[src/rtl/axi_lite_burst_writer.sv]
// -----------------------------------------------------------------------------
// axi_lite_burst_writer
//
// Issues a burst of single-beat AXI4-Lite writes to consecutive addresses
// (base + n*INCR_VAL). Only one write is outstanding at a time: AW and W are
// issued together, then the B response is awaited before the next beat.
// A non-OKAY response aborts the remaining beats and raises a sticky error.
//
// Ports
//   clk, arst        clock and synchronous active-high reset
//   i_start          burst request, sampled only while idle
//   i_base_addr      first beat address, captured with i_start
//   i_beats          number of beats, captured with i_start (0 = no traffic)
//   o_beat_idx       current beat index for the external data source
//   i_wdata          data word for o_beat_idx, valid the same cycle
//   o_aw*/i_awready  AXI4-Lite write address channel
//   o_w*/i_wready    AXI4-Lite write data channel (strobes all ones)
//   i_b*/o_bready    AXI4-Lite write response channel
//   o_busy           high whenever not idle
//   o_done           one-cycle pulse at the end of a burst
//   o_error          sticky error flag, cleared by the next accepted start
// -----------------------------------------------------------------------------
module axi_lite_burst_writer #(
   parameter int AXI_ADDR_WIDTH = 64,
   parameter int AXI_DATA_WIDTH = 32,
   parameter int BEAT_CNT_W     = 5,
   parameter int INCR_VAL       = 4
) (
   input  logic                        clk,
   input  logic                        arst,
   input  logic                        i_start,
   input  logic [AXI_ADDR_WIDTH-1:0]   i_base_addr,
   input  logic [BEAT_CNT_W-1:0]       i_beats,
   output logic [BEAT_CNT_W-1:0]       o_beat_idx,
   input  logic [AXI_DATA_WIDTH-1:0]   i_wdata,
   output logic [AXI_ADDR_WIDTH-1:0]   o_awaddr,
   output logic                        o_awvalid,
   input  logic                        i_awready,
   output logic [AXI_DATA_WIDTH-1:0]   o_wdata,
   output logic [AXI_DATA_WIDTH/8-1:0] o_wstrb,
   output logic                        o_wvalid,
   input  logic                        i_wready,
   input  logic                        i_bvalid,
   input  logic [1:0]                  i_bresp,
   output logic                        o_bready,
   output logic                        o_busy,
   output logic                        o_done,
   output logic                        o_error
);

   typedef enum logic [1:0] {StIdle, StSend, StResp, StDone} state_t;

   state_t                    r_state;
   logic [AXI_ADDR_WIDTH-1:0] r_base;
   logic [BEAT_CNT_W-1:0]     r_beats;
   logic [BEAT_CNT_W-1:0]     r_beat_idx;
   logic                      r_awvalid;
   logic                      r_wvalid;
   logic                      r_error;

   logic                      w_aw_hs;
   logic                      w_w_hs;
   logic                      w_aw_ok;
   logic                      w_w_ok;
   logic [BEAT_CNT_W-1:0]     w_last_idx;

   assign w_aw_hs    = r_awvalid & i_awready;
   assign w_w_hs     = r_wvalid & i_wready;
   // Both valids rise on entry to StSend, so a low valid in StSend means that
   // channel has already handshaken for this beat.
   assign w_aw_ok    = ~r_awvalid | w_aw_hs;
   assign w_w_ok     = ~r_wvalid | w_w_hs;
   assign w_last_idx = r_beats - BEAT_CNT_W'(1);

   always_ff @(posedge clk) begin
      if (arst) begin
         r_state    <= StIdle;
         r_base     <= '0;
         r_beats    <= '0;
         r_beat_idx <= '0;
         r_awvalid  <= 1'b0;
         r_wvalid   <= 1'b0;
         r_error    <= 1'b0;
      end else begin
         unique case (r_state)
            StIdle: begin
               if (i_start) begin
                  r_error <= 1'b0;
                  if (i_beats != '0) begin
                     r_base     <= i_base_addr;
                     r_beats    <= i_beats;
                     r_beat_idx <= '0;
                     r_awvalid  <= 1'b1;
                     r_wvalid   <= 1'b1;
                     r_state    <= StSend;
                  end else begin
                     r_state <= StDone;
                  end
               end
            end
            StSend: begin
               if (w_aw_hs) r_awvalid <= 1'b0;
               if (w_w_hs)  r_wvalid  <= 1'b0;
               if (w_aw_ok && w_w_ok) r_state <= StResp;
            end
            StResp: begin
               if (i_bvalid) begin
                  if (i_bresp != 2'b00) begin
                     r_error <= 1'b1;
                     r_state <= StDone;
                  end else if (r_beat_idx == w_last_idx) begin
                     r_state <= StDone;
                  end else begin
                     r_beat_idx <= r_beat_idx + BEAT_CNT_W'(1);
                     r_awvalid  <= 1'b1;
                     r_wvalid   <= 1'b1;
                     r_state    <= StSend;
                  end
               end
            end
            StDone: begin
               r_state <= StIdle;
            end
            default: begin
               r_state <= StIdle;
            end
         endcase
      end
   end

   // Address wraps modulo 2^AXI_ADDR_WIDTH by truncation of the sum.
   assign o_awaddr   = r_base + (AXI_ADDR_WIDTH'(r_beat_idx) * AXI_ADDR_WIDTH'(INCR_VAL));
   assign o_awvalid  = r_awvalid;
   assign o_wdata    = i_wdata;
   assign o_wstrb    = '1;
   assign o_wvalid   = r_wvalid;
   assign o_bready   = (r_state == StResp);
   assign o_busy     = (r_state != StIdle);
   assign o_done     = (r_state == StDone);
   assign o_error    = r_error;
   assign o_beat_idx = r_beat_idx;

endmodule

[config.mk]
export PLATFORM = sky130hd
export DESIGN_NAME = axi_lite_burst_writer
export DESIGN_NICKNAME = d
export VERILOG_FILES = /design/src/rtl/axi_lite_burst_writer.sv
export SDC_FILE = /design/constraint.sdc
export NUM_CORES = 1
export LEC_CHECK = 0
export CAP_MARGIN = 20
export CORE_UTILIZATION = 40
export CTS_CLUSTER_SIZE = 25
export DETAILED_ROUTE_END_ITERATION = 10
export GPL_TIMING_DRIVEN = 0
export PLACE_DENSITY = 0.79
export SKIP_CTS_REPAIR_TIMING = 1
export SYNTH_ARGS = -nofsm -noshare
export SYNTH_HDL_FRONTEND = slang
export SYNTH_SLANG_ARGS = --single-unit
[constraint.sdc]
create_clock -name clk -period 7 [get_ports clk]
set_input_delay 1.4 -clock clk [delete_from_list [all_inputs] [get_ports clk]]
set_output_delay 1.4 -clock clk [all_outputs]
set_load 0.01 [all_outputs]
---- Yosys cells after proc, flatten, opt, wreduce, memory -nomap -nowiden ----
Index checks and enable logic that the tools add are counted.
cells by class
  reduce and logical (&&, ||, !) cells .... 13
  muxes and demuxes ....................... 26
  equality and inequality tests ........... 13
  add/sub/neg operators ................... 3
  bitwise logic cells ..................... 6
operator list
  operator                                                                  number
  64-bit by 7-bit adder with 64-bit output                                  1
  5-bit two-way mux                                                         5
  2-bit inequality test (second input constant)                             8
  7-bit AND reduction                                                       2
  2-bit two-way mux                                                         6
  1-bit two-way mux                                                         10
  5-bit case mux with 2 select lines                                        1
  2-bit case mux with 4 select lines                                        1
  1-bit case mux with 3 select lines                                        2
  3-bit AND reduction                                                       2
  6-bit AND reduction                                                       1
  2-bit nonzero test                                                        3
  5-bit by 1-bit adder with 5-bit output (second input constant)            1
  5-bit equality test                                                       1
  5-bit nonzero test                                                        1
  5-bit by 1-bit subtractor with 5-bit output (second input constant)       1
  2-bit equality test (second input constant)                               2
  4-bit AND reduction                                                       1
  3-bit nonzero test                                                        1
  1-bit bitwise AND                                                         2
  2-bit by 1-bit equality test with 1-bit output (second input constant)    1
  2-bit logical NOT                                                         1
  2-bit by 1-bit inequality test with 1-bit output (second input constant)  1
  1-bit NOT                                                                 2
  3 further kinds                                                           4
storage, ports and cells
  input port bits ......................... 109
  bits in registers ....................... 79

---- Longest topological paths before layout ----
Gate-level depths: netlist of run 1.
  depth after elaboration ................. 6
  mapped depth ............................ 9
  mapped depth without buffers ............ 9

---- Worst setup path before layout of run 1 ----
No wires, ideal clock.
  path type ............................... reg-to-output
  start ................................... register r_beat_idx[0] (netlist: o_beat_idx[0])
  end ..................................... output port o_awaddr[52]
  slack ................................... 3.262 ns
  data required time ...................... 5.600 ns
  cell stages (with the launch flop) ...... 10
  arrival time ............................ 2.338 ns
  cells stage by stage .................... dfxtp_1 ha_1 inv_1 fa_1 nor2b_1 o31a_1 o2111ai_4 or3_4 nor2_1 xor2_1
on the way
  longest elaborated chain between the ends .. 1
ends and longest elaborated chain
  what                                      RTL line  RTL
  start: declaration                        56        logic [BEAT_CNT_W-1:0] r_beat_idx;
  start signal: assignment                  114       r_beat_idx <= r_beat_idx + BEAT_CNT_W'(1);
  64-bit by 7-bit adder with 64-bit output  132       assign o_awaddr = r_base + (AXI_ADDR_WIDTH'(r_beat_idx) * AXI_ADDR_WIDTH'(INCR_VAL));
  end: declaration                          36        output logic [AXI_ADDR_WIDTH-1:0] o_awaddr,
No other way between the ends.

---- Worst setup path after layout of run 1 ----
  start ................................... register r_beat_idx[0] (netlist: o_beat_idx[0])
  end ..................................... output port o_awaddr[46]
The elaborated chain is that of the path after synthesis.

==> results of run 1 <==
[cell usage after synthesis (all sizes together), types with 2 or more instances]
cell type | number | area, µm²
a211oi | 2 | 15.01
a21o | 2 | 15.01
a21oi | 78 | 390.4
a22oi | 2 | 15.01
and2 | 6 | 40.03
and3 | 9 | 56.30
and4 | 3 | 26.28
buf | 44 | 310.3
clkbuf | 19 | 71.32
dfxtp | 79 | 1582
ha | 7 | 87.58
inv | 17 | 63.81
nand2 | 167 | 626.9
nand2b | 3 | 18.77
nand3 | 23 | 115.1
nand4 | 13 | 96.34
nor2 | 27 | 101.4
nor2b | 2 | 12.51
nor3 | 12 | 60.06
nor4 | 5 | 97.59
o2111ai | 2 | 35.04
o211ai | 2 | 20.02
o21a | 7 | 52.55
o21ai | 4 | 20.02
o31ai | 2 | 15.01
or2 | 3 | 18.77
or3 | 5 | 37.54
xnor2 | 44 | 385.4
xor2 | 20 | 175.2
[area by class of cell]
cell class | instances | area share
Inverter | 17 | 0.009151
Sequential cell | 79 | 0.2268
Timing Repair Buffer | 182 | 0.2613
Clock inverter | 5 | 0.008254
Tap cell | 143 | 0.02566
Multi-Input combinational cell | 463 | 0.3793
Buffer | 63 | 0.05473
Clock buffer | 11 | 0.03481
[logic make-up (layout without fill, tap and decap cells)]
logic type | after synthesis | in the layout | synth area share
buffers and inverters | 80 | 278 | 0.09557
multiplexers | 1 | 1 | 0.002416
other | 1 | 4 | 0.0008046
AND/OR/NAND/NOR | 280 | 280 | 0.2843
AO/OA/AOI/OAI | 106 | 106 | 0.1342
XOR/XNOR | 64 | 64 | 0.1203
flip-flops | 79 | 79 | 0.3393
adder cells (fa/ha/maj) | 8 | 8 | 0.02309
[layer usage]
metal	share of wire	vias to the layer above
li1	-	2425
met2	0.47	136
met5	0	-
met3	0.061	4
met4	0.0059	0
met1	0.46	2088
[tightest hold or removal path: cells and delay by family, from the launching register on]
family           cells  cell delay, ps
AO/OA/AOI/OAI        1              50
AND/OR/NAND/NOR      1              50
flip-flops           1             310
[metrics by stage]
step / setup WS (ps) / area [µm²] / std cells / hold slack (ps) / power, mW
CTS: 1986 / 6973 / 963 / 462.1 / 1.313
detailed placement: 2362 / 6673 / 947 / 454.0 / 0.8444
floorplan: 3262 / 4672 / 622 / 436.7 / 0.6808
global route: 1729 / 6973 / 963 / 481.1 / 1.366
finish: 2027 / 6973 / 963 / 458.5 / 1.300
global placement: 2380 / 6673 / 947 / 445.2 / 0.8409
[state kept, by name, summed over array words and instances, names as in the netlist]
register	flops
r_base	64
o_beat_idx	5
r_beats	5
r_state	2
o_awvalid	1
o_error	1
o_wvalid	1
[path summary, 6_finish.rpt]
| path | endpoint | cells past startpoint |
|---|---|---|
| hold / removal | r_base[4] | 2 |
| setup reg to reg | r_base[3] | 6 |
| setup / recovery | o_awaddr[46] | 10 |
| hold reg to reg | r_base[4] | 2 |
[power breakdown]
part	switching, mW	internal, mW
Clock	0.180	0.285
Sequential	0.0362	0.485
Combinational	0.140	0.173
Total	0.357	0.943
==> results.md, run 1 <==
* Final count of pins violating max slew at 0
* Row count at 39
* Layout cells sized above 1 at 0.08902
* CP peak stage delay at 570 ps
* Tcrit/Tclk final at 0.7104
* Largest net degree at the start of global routing at 14
* Delay-heaviest family, CP: simple AND/OR/NAND/NOR gates
* Fill cells at 1,054
* Max-Cap Viols at 0
* CTS tree: yes
* Flop-to-flop setup slack at 4860 ps
* Clock edge transition at the registers on the reported setup and hold paths at 60 ps
* GR Util met1 at 0.2732
* Most common cell after layout, fill and taps aside: clkdlybuf4s50_1
* Via density at 4.832
* Grt ovf at 0
* DR pass1 iterations at 4
* CP Class: reg -> out
* Reg area at 1582 µm²
* Synth-to-layout area growth at 49.61%
* Final setup viols at 0
* WL final at 12,710 µm
* Routability congestion estimate at 0.8210
* Worst-path cell chain: ha_1 > inv_1 > fa_1 > nor2b_1 > o31a_1 > o2111ai_4 > nor2_1 > nand4_1 > xnor2_1 > clkdlybuf4s50_1
* Worst setup EP type: output pin
* Die area at 12,090 µm²
* Clk_lat worst skew at 320 ps
* Ant. Diodes at 0
* Most frequent cells in the layout: clkdlybuf4s50_1, nand2_1, dfxtp_1
* Worst Hold Launch: r_base[4]
* CTS H-tree depth at 3
* Crit path buffers/inverters at 2
* Nets at 932
* Die width at 109.9 µm
* Avg Inst Size Synth at 7.529 µm²
* First-pass GRT wire length at 19,400 µm
* GRT busiest layer: met2
* Arr. time, crit path at 3570 ps
* Wire per inst at 13.20 µm
* Setup Total Neg Slack at 0 ps
* IO Count at 220
* Met3 Usage GRT at 0.04031
* EDFF count, synth at 0
* Worst path slowest cell: clkdlybuf4s50_1
* Flops & latches, synth at 79
* Post-route ant nets at 0
* Antenna violations before repair at 0
* Power per cell area at 186.4 nW/µm²
* TritonCTS Buffers at 9
* Syn Inst Count at 619
* DRT iter0 DRCs at 181
* Initial Util at 0.4099
* Asr flop ratio synth at 0
* Yosys cell types at 48
* Total GRT Usage at 0.2071
* Clk sinks at 79
* Layout Utilization at 0.6133
* Max VDD drop at 111.4 µV
* Multi-input logic area at 2645 µm²
* Final Hold Viols at 0
* IO buf count at 182
* Critical path startpoint: o_beat_idx[0]
* Vias at 4,653
* Outcome: finished, final reports clean
* Leakage at 2.674 nW
* Worst Tran Pin Value at 594.5 ps
* CTS root buf: clkbuf_16
* Seq/Total Area, Yosys at 0.3393
* Reg-to-reg critical path startpoint: r_state[0]
* Die Ht at 109.9 µm
* Drt drc at 0
* Min-delay worst type: reg -> reg
* Setup crit start kind: flip-flop
* Max Clock Skew at 6.927 ps
* Dominant synthesized flop cell: dfxtp_1
* Clock Path Buffers at 2
* Fmax at 0.2011 GHz
* RSZ-0062 raised after global routing: false
* Fin crit period at 4973 ps
* Relative slew margins at 0.6037
* Synth Cell Area at 4661 µm²
* Met2 Use GR at 0.3429
* Number of global-route vias before repair at 4,100
* CP required at 5600 ps
* HPWL Detailed at 10,090 µm
* Yosys warnings at 0
* Maximum fanout along the worst path at 7
* Core Area at 11,370 µm²
Power figures use the tool's default switching activity.
==> run 2: changes to the inputs <==
==> constraint.sdc (replaced) <==
create_clock -name clk -period 5.15 [get_ports clk]
set_input_delay 1.03 -clock clk [delete_from_list [all_inputs] [get_ports clk]]
set_output_delay 1.03 -clock clk [all_outputs]
set_load 0.01 [all_outputs]
==> results of run 2 <==
The final DEF is identical to that of run 1. Status: finished, final reports clean.
Among the figures that moved: setup slack after placement 2362 ps -> 882.4 ps; setup slack after layout 2027 ps -> 547.4 ps; register-to-register setup slack 4860 ps -> 3010 ps; total power 1.300 mW -> 1.767 mW; worst IR drop on VDD 111.4 µV -> 151.4 µV
